## config.mk

```make
export PLATFORM = sky130hd
export DESIGN_NAME = action_lookup_stage_flat
export DESIGN_NICKNAME = d
export VERILOG_FILES = /design/src/rtl/net_accel_pkg.sv /design/src/rtl/action_lookup_stage_if.sv /design/src/rtl/action_stats_counters.sv /design/src/rtl/action_lookup_stage.sv /design/src/flat_wrapper.sv
export SDC_FILE = /design/constraint.sdc
export NUM_CORES = 1
export LEC_CHECK = 0
export CORE_ASPECT_RATIO = 1.25
export CORE_UTILIZATION = 35
export CTS_CLUSTER_DIAMETER = 100
export DETAILED_ROUTE_END_ITERATION = 10
export SETUP_SLACK_MARGIN = 0.02
export SLEW_MARGIN = 20
export SYNTH_ARGS = -nofsm -noshare
export SYNTH_HDL_FRONTEND = slang
export SYNTH_HIERARCHICAL = 1
export SYNTH_SLANG_ARGS = --single-unit
```

## constraint.sdc

```tcl
create_clock -name clk -period 6.6 [get_ports clk]
set_clock_uncertainty 0.05 [all_clocks]
set_input_delay 1.32 -clock clk [delete_from_list [all_inputs] [get_ports clk]]
set_output_delay 1.32 -clock clk [all_outputs]
set_load 0.005 [all_outputs]
```

## src/rtl/net_accel_pkg.sv

```systemverilog
`default_nettype none
// ============================================================================
//  Module   : net_accel_pkg
//  Brief    : Shared opcodes, reset actions and field-width helper for the
//             action lookup path.
//  Revision : 1.0 - initial release
// ============================================================================
package net_accel_pkg;

    localparam logic [1:0] OP_DROP   = 2'b00;
    localparam logic [1:0] OP_FWD    = 2'b01;
    localparam logic [1:0] OP_TO_CPU = 2'b10;
    localparam logic [1:0] OP_MIRROR = 2'b11;

    // Reset actions; the port field of both defaults is zero.
    localparam logic [1:0] RST_ENTRY_OP   = OP_DROP;
    localparam logic [1:0] RST_DEFAULT_OP = OP_TO_CPU;

    function automatic int action_width(input int port_w);
        return 2 + port_w;
    endfunction

endpackage
`default_nettype wire

```

## src/rtl/action_lookup_stage_if.sv

```systemverilog
`default_nettype none
// ============================================================================
//  Module   : action_lookup_stage_if
//  Brief    : TCAM result stream in, forwarding action stream out.
//  Revision : 1.0 - initial release
// ============================================================================
interface action_lookup_stage_if #(
    parameter int IDX_W  = 4,
    parameter int PORT_W = 3
);
    logic              in_valid;
    logic              in_ready;
    logic              in_hit;
    logic [IDX_W-1:0]  in_index;
    logic              out_valid;
    logic              out_ready;
    logic [1:0]        out_op;
    logic [PORT_W-1:0] out_port;
    logic              out_hit;
    logic [IDX_W-1:0]  out_index;

    modport master (
        output in_valid, in_hit, in_index, out_ready,
        input  in_ready, out_valid, out_op, out_port, out_hit, out_index
    );

    modport slave (
        input  in_valid, in_hit, in_index, out_ready,
        output in_ready, out_valid, out_op, out_port, out_hit, out_index
    );
endinterface
`default_nettype wire

```

## src/rtl/action_stats_counters.sv

```systemverilog
`default_nettype none
// ============================================================================
//  Module   : action_stats_counters
//  Brief    : Per-entry saturating hit counters plus a miss counter.
//  Revision : 1.0 - initial release
// ============================================================================
module action_stats_counters #(
    parameter int IDX_W = 4,
    parameter int CNT_W = 16
) (
    input  wire logic             clk,
    input  wire logic             rst_n,
    input  wire logic             clr,
    input  wire logic             inc_hit,
    input  wire logic             inc_miss,
    input  wire logic [IDX_W-1:0] inc_index,
    input  wire logic [IDX_W-1:0] stat_addr,
    output logic      [CNT_W-1:0] hit_cnt,
    output logic      [CNT_W-1:0] miss_cnt
);
    localparam int c_depth = 2 ** IDX_W;

    logic [CNT_W-1:0] r_hit_cnt [c_depth];
    logic [CNT_W-1:0] r_miss_cnt;

    // Clear has priority over a coincident increment.
    always_ff @(posedge clk or negedge rst_n) begin
        if (!rst_n) begin
            for (int i = 0; i < c_depth; i++) r_hit_cnt[i] <= '0;
            r_miss_cnt <= '0;
        end else if (clr) begin
            for (int i = 0; i < c_depth; i++) r_hit_cnt[i] <= '0;
            r_miss_cnt <= '0;
        end else begin
            if (inc_hit && (r_hit_cnt[inc_index] != '1))
                r_hit_cnt[inc_index] <= r_hit_cnt[inc_index] + CNT_W'(1);
            if (inc_miss && (r_miss_cnt != '1))
                r_miss_cnt <= r_miss_cnt + CNT_W'(1);
        end
    end

    assign hit_cnt  = r_hit_cnt[stat_addr];
    assign miss_cnt = r_miss_cnt;

endmodule
`default_nettype wire

```

## src/rtl/action_lookup_stage.sv

```systemverilog
`default_nettype none
// ============================================================================
//  Module   : action_lookup_stage
//  Brief    : Maps TCAM hit/miss results to forwarding actions, one per cycle.
//  Revision : 1.0 - initial release
// ============================================================================
module action_lookup_stage
    import net_accel_pkg::*;
#(
    parameter int IDX_W  = 4,
    parameter int PORT_W = 3,
    parameter int CNT_W  = 16
) (
    input  wire logic                clk,
    input  wire logic                rst_n,
    action_lookup_stage_if.slave     bus,
    input  wire logic                cfg_we,
    input  wire logic                cfg_default,
    input  wire logic [IDX_W-1:0]    cfg_addr,
    input  wire logic [2+PORT_W-1:0] cfg_wdata,
    input  wire logic [IDX_W-1:0]    stat_addr,
    output logic      [CNT_W-1:0]    stat_hit_cnt,
    output logic      [CNT_W-1:0]    stat_miss_cnt,
    input  wire logic                stat_clr
);
    localparam int c_depth = 2 ** IDX_W;
    localparam int c_act_w = action_width(PORT_W);

    logic [c_act_w-1:0] r_table [c_depth];
    logic [c_act_w-1:0] r_default;
    logic               r_out_valid;
    logic [c_act_w-1:0] r_out_act;
    logic               r_out_hit;
    logic [IDX_W-1:0]   r_out_index;

    logic               w_in_ready;
    logic               w_accept;
    logic [c_act_w-1:0] w_lookup;

    assign w_in_ready = !r_out_valid || bus.out_ready;
    assign w_accept   = bus.in_valid && w_in_ready;
    // Table reads see pre-edge contents, so a same-cycle write is not bypassed.
    assign w_lookup   = bus.in_hit ? r_table[bus.in_index] : r_default;

    always_ff @(posedge clk or negedge rst_n) begin
        if (!rst_n) begin
            for (int i = 0; i < c_depth; i++)
                r_table[i] <= {RST_ENTRY_OP, {PORT_W{1'b0}}};
            r_default <= {RST_DEFAULT_OP, {PORT_W{1'b0}}};
        end else if (cfg_we) begin
            if (cfg_default) r_default         <= cfg_wdata;
            else             r_table[cfg_addr] <= cfg_wdata;
        end
    end

    always_ff @(posedge clk or negedge rst_n) begin
        if (!rst_n) begin
            r_out_valid <= 1'b0;
            r_out_act   <= '0;
            r_out_hit   <= 1'b0;
            r_out_index <= '0;
        end else if (w_accept) begin
            r_out_valid <= 1'b1;
            r_out_act   <= w_lookup;
            r_out_hit   <= bus.in_hit;
            r_out_index <= bus.in_index;
        end else if (bus.out_ready) begin
            r_out_valid <= 1'b0;
        end
    end

    assign bus.in_ready  = w_in_ready;
    assign bus.out_valid = r_out_valid;
    assign bus.out_op    = r_out_act[c_act_w-1 -: 2];
    assign bus.out_port  = r_out_act[PORT_W-1:0];
    assign bus.out_hit   = r_out_hit;
    assign bus.out_index = r_out_index;

    action_stats_counters #(
        .IDX_W (IDX_W),
        .CNT_W (CNT_W)
    ) u_stats (
        .clk       (clk),
        .rst_n     (rst_n),
        .clr       (stat_clr),
        .inc_hit   (w_accept && bus.in_hit),
        .inc_miss  (w_accept && !bus.in_hit),
        .inc_index (bus.in_index),
        .stat_addr (stat_addr),
        .hit_cnt   (stat_hit_cnt),
        .miss_cnt  (stat_miss_cnt)
    );

endmodule
`default_nettype wire

```

## src/flat_wrapper.sv

```systemverilog
// flat-port wrapper written by rule: the top's interface ports become plain ports
module action_lookup_stage_flat import net_accel_pkg::*;
#(
    parameter int IDX_W  = 4,
    parameter int PORT_W = 3,
    parameter int CNT_W  = 16
)
  (clk, rst_n, cfg_we, cfg_default, cfg_addr, cfg_wdata, stat_addr, stat_hit_cnt, stat_miss_cnt, stat_clr, bus_in_valid, bus_in_hit, bus_in_index, bus_out_ready, bus_in_ready, bus_out_valid, bus_out_op, bus_out_port, bus_out_hit, bus_out_index);
  action_lookup_stage_if #(.IDX_W(IDX_W), .PORT_W(PORT_W)) bus_i ();
  input  wire logic clk;
  input  wire logic rst_n;
  input  wire logic cfg_we;
  input  wire logic cfg_default;
  input  wire logic [IDX_W-1:0] cfg_addr;
  input  wire logic [2+PORT_W-1:0] cfg_wdata;
  input  wire logic [IDX_W-1:0] stat_addr;
  output logic      [CNT_W-1:0] stat_hit_cnt;
  output logic      [CNT_W-1:0] stat_miss_cnt;
  input  wire logic stat_clr;
  input wire logic [$bits(bus_i.in_valid)-1:0] bus_in_valid;
  input wire logic [$bits(bus_i.in_hit)-1:0] bus_in_hit;
  input wire logic [$bits(bus_i.in_index)-1:0] bus_in_index;
  input wire logic [$bits(bus_i.out_ready)-1:0] bus_out_ready;
  output wire logic [$bits(bus_i.in_ready)-1:0] bus_in_ready;
  output wire logic [$bits(bus_i.out_valid)-1:0] bus_out_valid;
  output wire logic [$bits(bus_i.out_op)-1:0] bus_out_op;
  output wire logic [$bits(bus_i.out_port)-1:0] bus_out_port;
  output wire logic [$bits(bus_i.out_hit)-1:0] bus_out_hit;
  output wire logic [$bits(bus_i.out_index)-1:0] bus_out_index;
  assign bus_i.in_valid = bus_in_valid;
  assign bus_i.in_hit = bus_in_hit;
  assign bus_i.in_index = bus_in_index;
  assign bus_i.out_ready = bus_out_ready;
  assign bus_in_ready = bus_i.in_ready;
  assign bus_out_valid = bus_i.out_valid;
  assign bus_out_op = bus_i.out_op;
  assign bus_out_port = bus_i.out_port;
  assign bus_out_hit = bus_i.out_hit;
  assign bus_out_index = bus_i.out_index;
  action_lookup_stage #(.IDX_W(IDX_W), .PORT_W(PORT_W), .CNT_W(CNT_W)) u_core (.clk(clk), .rst_n(rst_n), .bus(bus_i), .cfg_we(cfg_we), .cfg_default(cfg_default), .cfg_addr(cfg_addr), .cfg_wdata(cfg_wdata), .stat_addr(stat_addr), .stat_hit_cnt(stat_hit_cnt), .stat_miss_cnt(stat_miss_cnt), .stat_clr(stat_clr));
endmodule
```

### Yosys cells after proc, flatten, opt, wreduce, memory -nomap -nowiden

Index checks and enable logic that the tools add are counted.

| word-level totals | value |
|---|---|
| register bits after elaboration | 368 |
| input bits | 25 |
| output and inout bits | 44 |
| word-level logic and storage cells | 88 |

| operators by class | value |
|---|---|
| add/subtract/negate cells | 2 |
| magnitude comparators | 5 |
| equality and inequality tests | 2 |
| muxes and demuxes | 22 |
| bitwise logic cells | 4 |
| reduce and logical (&&, ||, !) cells | 15 |

Operator list:

| operator | number |
|---|---|
| $mux 256 | 2 |
| $bwmux 256 | 1 |
| $bmux 16 s4 | 2 |
| $mux 16 | 7 |
| $bwmux 80 | 1 |
| $demux 16 s4 | 1 |
| $add 16x1->16 const B | 2 |
| $ne 16x16->1 const B | 2 |
| $bmux 5 s4 | 1 |
| $demux 5 s4 | 1 |
| $mux 5 | 4 |
| $ge 5x5->1 const B | 3 |
| $not 4->5 | 3 |
| $lt 5x1->1 const B | 2 |
| $logic_and 1x1->1 | 7 |
| $reduce_bool 2->1 | 3 |
| $reduce_and 2->1 | 2 |
| $logic_not 1->1 | 2 |
| $mux 1 | 2 |
| $logic_or 1x1->1 | 1 |
| $not 1->1 | 1 |

### Depth between registers and ports, before layout

| depth | value |
|---|---|
| depth after elaboration | 8 |
| gate-level depth with buffers | 15 |
| depth with buffers taken out | 8 |

### By module

The synthesis kept the hierarchy.

By module, submodules not included:

| module | times used | cells an instance | area an instance (sq um) | seq. area each (sq um) |
|---|---|---|---|---|
| action_stats_counters | 1 | 1,136 | 15,149.5 | 6,806.5 |
| action_lookup_stage | 1 | 286 | 4,316.6 | 2,403.6 |

### Worst setup path after synthesis

Ideal clock, no wire load.

| timing path | value |
|---|---|
| kind | input-to-output |
| start | input port stat_addr[0] |
| end | output port stat_hit_cnt[0] |
| arrival time | 3.269 ns |
| data required time | 5.230 ns |
| slack | 1.961 ns |
| stages on the path | 4 |
| path buffers | 2 |
| cell sequence | clkbuf_1 > buf_1 > mux4_2 > mux4_2 |

| on the way | value |
|---|---|
| word-level cells in the longest chain between the ends | 4 |

RTL lines:

| what | line | source |
|---|---|---|
| start: declaration | flat_wrapper.sv:16 | `input wire logic [IDX_W-1:0] stat_addr;` |
| $not 4->5 (implied by the code) | action_stats_counters.sv:42 | `assign hit_cnt = r_hit_cnt[stat_addr];` |
| $bmux 16 s4 | action_stats_counters.sv:42 |  |
| $mux 16 (implied by the code) (2 in a row) | action_stats_counters.sv:42 |  |
| end: declaration | flat_wrapper.sv:17 | `output logic [CNT_W-1:0] stat_hit_cnt;` |

No other way between the ends. The select of a mux whose other input is x is not followed.

### Worst setup path in the final report

| timing path | value |
|---|---|
| start | input port bus_in_index[3] |
| end | register u_core/u_stats/r_hit_cnt[148] (netlist bit) |

| on the way | value |
|---|---|
| word-level cells in the longest chain between the ends | 8 |
| elaborated cells on any way between the ends | 16 |
| classes of those cells | 1 x add/sub; 2 x order compare; 1 x eq/ne; 8 x mux; 1 x bitwise; 3 x reduce/logical |

RTL lines:

| what | line | source |
|---|---|---|
| start: declaration | flat_wrapper.sv:22 | `input wire logic [$bits(bus_i.in_index)-1:0] bus_in_index;` |
| $not 4->5 (implied by the code) (*) | action_stats_counters.sv:35, action_stats_counters.sv:36 |  |
| $bmux 16 s4, or another cell as far along | action_stats_counters.sv:35, action_stats_counters.sv:36 |  |
| $mux 16 (implied by the code) or $logic_and 1x1->1 (tied branches) | action_stats_counters.sv:35, action_stats_counters.sv:36 |  |
| $mux 16, on equally long branches | action_stats_counters.sv:35, action_stats_counters.sv:36 |  |
| $add 16x1->16 or $demux 16 s4 (tied branches) | action_stats_counters.sv:36 | `r_hit_cnt[inc_index] <= r_hit_cnt[inc_index] + CNT_W'(1);` |
| $bwmux 256 | action_stats_counters.sv:36 |  |
| $mux 256 | action_stats_counters.sv:35 | `if (inc_hit && (r_hit_cnt[inc_index] != '1))` |
| $mux 256 | action_stats_counters.sv:31 | `end else if (clr) begin` |
| end signal: indexed assignment | action_stats_counters.sv:36 |  |
| end: declaration | action_stats_counters.sv:23 | `logic [CNT_W-1:0] r_hit_cnt [c_depth];` |

Mark *: on every way between the ends. The rest lies on a longest branch, timed or not. The select of a mux whose other input is x is not followed.
A chain may end at the register's enable or synchronous reset.

==> flow_summary_export.csv <==
group,metric,value,unit
pwr,pwr-share-seq,45.4,%
synthesis,syn_inst,1422,
die,dieArea,56600,um2
timing,finalSetupTns,0,ns
grt,grt_overflow_total,0,
cts,path_clk_slew,0.06,ns
timing,finalSetupViolations,0,
timing,relSlewSlack,22.9,%
die,rows,96,
worst_setup_path,cp_num_buf_inv,3,
synthesis,synth_ff_type,"dfrtp_1",
grt,grt_pass1_vias,14100,
grt,antenna_found_initial,0,
die,die_h,266,um
cts,cts_max_path_buffers,3,
layout,area_growth,14.4,%
timing,rsz0062_at_grt,"no",
grt,grt_usage,21.6,%
pwr,vdd_drop_max,190,uV
worst_setup_path,cp.arrival,5.68,ns
timing,slew_viol_final,0,
cts,cts_root_buf,"clkbuf_16",
job,cap_viol_max_count,0,
die,core_area,54900,um2
grt,grt_pass1_wl,91.4,mm
routing,dr.pass1.iters,6,
synthesis,muxShareOfSynthArea,24.7,%
cts,clkSinkCount,368,
synthesis,yosysWarnings,6,
worst_setup_path,critPathMaxStageDelay,0.91,ns
timing,period_share,80.9,%
synthesis,syn_nets,1449,
layout,antenna_cells,0,
synthesis,synthesis.area,19500,um2
placement,place.gp.congestion,0.897,
synthesis,synth_seq_cells,368,
synthesis,ys_seq_area_share,47.3,%
worst_setup_path,worstPathCellList,"clkdlybuf4s50_1 > nor2b_1 > buf_4 > a22oi_1 > nand2_1 > nand4_1 > or4_2 > buf_4 > o21ai_2 > o32ai_1",
worst_setup_path,path_max_fanout,16,
layout,final_common_cell,"dfrtp_1",
die,initial_core_util,35.5,%
synthesis,ys_types,62,
synthesis,yosys.area_share.simple,4.50,%
layout,fillers,5110,
placement,numPortBuffers,68,
cts,cts_resized,0,
worst_setup_path,path_class,"in -> reg",
worst_setup_path,start_kind,"primary input",
timing,hold_viol,0,
worst_setup_path,cp.required,6.94,ns
routing,wl_per_cell,26.8,um
pwr,p_clk_share,45.6,%
pwr,p_leak,8.66,nW
worst_setup_path,cp-end-kind,"flip-flop",
synthesis,async_flop_share,100,%
placement,dp_hpwl,37.9,mm
hold_path,hold_class,"reg -> reg",
synthesis,synth_top_family_by_area,"multiplexers",
die,die_w,213,um
routing,initialDrtViolationCount,1348,
worst_setup_path,rr_worst_depth,9,
worst_setup_path,crit_start,"bus_in_index[3]",
worst_setup_path,path_delay_family,"simple AND/OR/NAND/NOR gates",
routing,drt-total-wl,59.5,mm
cts,cts-buffers-inserted,42,
pwr,switching_share,24.7,%
cts,clock_latency,0.60,ns
layout,final_util,40.6,%
outcome,outcome,"completed",
synthesis,synth_xor_area_share,1.21,%
worst_setup_path,endpoint,"u_core/u_stats/r_hit_cnt[148]$_DFFE_PN0P_",
timing,worst_pin_slew,1.16,ns
cts,cts_tree,"built",
cts,cts_max_level,2,
synthesis,syn_avg_cell_area,13.7,um2
worst_setup_path,reg2reg_from,"u_core/u_stats/r_hit_cnt[129]$_DFFE_PN0P_",
timing,fin_crit,5.34,ns
layout,layout_common_cells,"dfrtp_1, mux4_2, inv_1, o32ai_1, o2bb2ai_1",
routing,detail_route.vias_per_cell,6.08,
worst_setup_path,rr_endpoint,"u_core/u_stats/r_hit_cnt[148]$_DFFE_PN0P_",
layout,nets,1480,
worst_setup_path,r2r_setup_slack,2.65,ns
synthesis,synth_compound_area_share,15.6,%
routing,vias,13500,
pwr,p_switching,1.32,mW
worst_setup_path,worst-path-stages,10,
pwr,power_density,240,nW/um2
timing,whs,0.442,ns
routing,drc,0,
timing,max_clock_freq,187,MHz
routing,ant_nets,0,
grt,grt_max_degree,165,
synthesis,synth_edf_count,0,
worst_setup_path,cp_slowest_cell,"or4_2",
cts,cts_hold_buf,0,
synthesis,synth_fa_ha_area_share,0.129,%
layout,drive_gt1_share,28.0,%
pwr,combPwrFrac,8.9,%
pwr,p_int,4.02,mW
die,ios,69,
cts,cts_setup_buffers,0,
worst_setup_path,critPathMostFrequentCell,"buf_4",
## per-layer routing
| metal | track usage (%) | up-vias | wire length, um |
|---|---|---|---|
| li1 | - | 5642 | - |
| met1 | 27.4 | 7172 | 23600 |
| met4 | 10.1 | 0 | 2840 |
| met5 | 0.265 | - | 0 |
| met3 | 4.21 | 150 | 3710 |
| met2 | 35.2 | 537 | 29400 |
## registers in the layout, indices dropped and copies added, names as in the netlist
name / flops
u_core/bus.out_hit: 1
u_core/bus.out_index: 4
u_core/bus.out_valid: 1
u_core/r_default: 5
u_core/r_out_act: 5
u_core/r_table: 80
u_core/u_stats/miss_cnt: 16
u_core/u_stats/r_hit_cnt: 256
## per-stage QoR
stage / cells / total power, mW / setup slack (ns) / instance area [um2]
final: 2219 / 5.34 / 1.26 / 22300
after global routing: 2219 / 5.54 / 1.01 / 22300
after CTS: 2218 / 5.41 / 1.27 / 22200
after detailed placement: 2143 / 2.95 / 0.665 / 20800
after global placement: 2139 / 2.93 / 0.778 / 20800
after floorplan: 1422 / 2.75 / 1.96 / 19500
## area by class of cell
type,instances,area (um2),area share (%)
tap,735,920,4.13
timing repair buffer,113,1080,4.84
sequential,368,9210,41.4
clock inverter,17,251,1.13
clock buffer,58,1190,5.35
multi-input combinational,795,9110,40.9
inverter,133,502,2.25
## power groups by stage
| stage | sequential, mW | combinational, mW | clock, mW |
|---|---|---|---|
| 6_report | 2.43 | 0.477 | 2.44 |
| 5_1_grt | 2.44 | 0.513 | 2.59 |
| 4_1_cts | 2.43 | 0.483 | 2.50 |
| 3_5_place_dp | 2.47 | 0.482 | 0 |
| 3_3_place_gp | 2.46 | 0.473 | 0 |
| 2_1_floorplan | 2.45 | 0.302 | 0 |
## synthesized netlist by cell type (6+ instances only)
master / instances / area, um2
a22oi_1: 33 / 248
buf_4: 25 / 188
inv_1: 132 / 495
nor2_1: 46 / 173
buf_6: 7 / 78.8
o21ai_4: 6 / 97.6
o32ai_1: 128 / 1120
nor3b_1: 7 / 52.6
dfrtp_1: 367 / 9180
o21ai_2: 10 / 87.6
nor2b_1: 8 / 50.1
xor2_1: 11 / 96.3
a211oi_1: 6 / 45.0
mux4_1: 16 / 420
buf_1: 12 / 45.0
clkbuf_1: 39 / 146
o2bb2ai_1: 128 / 1120
nand3_1: 12 / 60.1
mux2_2: 89 / 1000
nand2b_1: 7 / 43.8
nand2_1: 42 / 158
a21o_1: 8 / 60.1
buf_2: 34 / 170
xnor2_1: 16 / 140
nand4_1: 7 / 43.8
mux4_2: 149 / 3360
## logic make-up after synthesis
| group | count (synthesis) |
|---|---|
| muxes | 256 |
| AOI/OAI and AO/OA | 345 |
| buffers and inverters | 259 |
| adders and majority gates | 2 |
| xor gates and xnor gates | 27 |
| and+or+nand+nor | 165 |
| DFF | 368 |
## worst min path at each step
stage / start / endpoint / slack (ns) / cells past startpoint
after floorplan: u_core/u_stats/r_hit_cnt[18]$_DFFE_PN0P_ / u_core/u_stats/r_hit_cnt[18]$_DFFE_PN0P_ / 0.41 / 1
after global placement: u_core/bus.out_hit$_DFFE_PN0P_ / u_core/bus.out_hit$_DFFE_PN0P_ / 0.41 / 2
after detailed placement: u_core/bus.out_hit$_DFFE_PN0P_ / u_core/bus.out_hit$_DFFE_PN0P_ / 0.42 / 2
after CTS: u_core/bus.out_hit$_DFFE_PN0P_ / u_core/bus.out_hit$_DFFE_PN0P_ / 0.44 / 2
after global routing: u_core/r_table[5]$_DFFE_PN0P_ / u_core/r_table[5]$_DFFE_PN0P_ / 0.46 / 1
final: u_core/bus.out_hit$_DFFE_PN0P_ / u_core/bus.out_hit$_DFFE_PN0P_ / 0.44 / 2
## worst register-to-register path, stage by stage (launching register included)
cell     delay [ns]
dfrtp_1        0.38
mux4_2         0.26
a22oi_1        0.08
nand2_1        0.13
ha_1           0.24
nand3_2        0.21
or4_2          1.00
buf_4          0.34
o21ai_2        0.83
o32ai_1        0.23
Note: power is estimated with default switching activity, not from simulation.
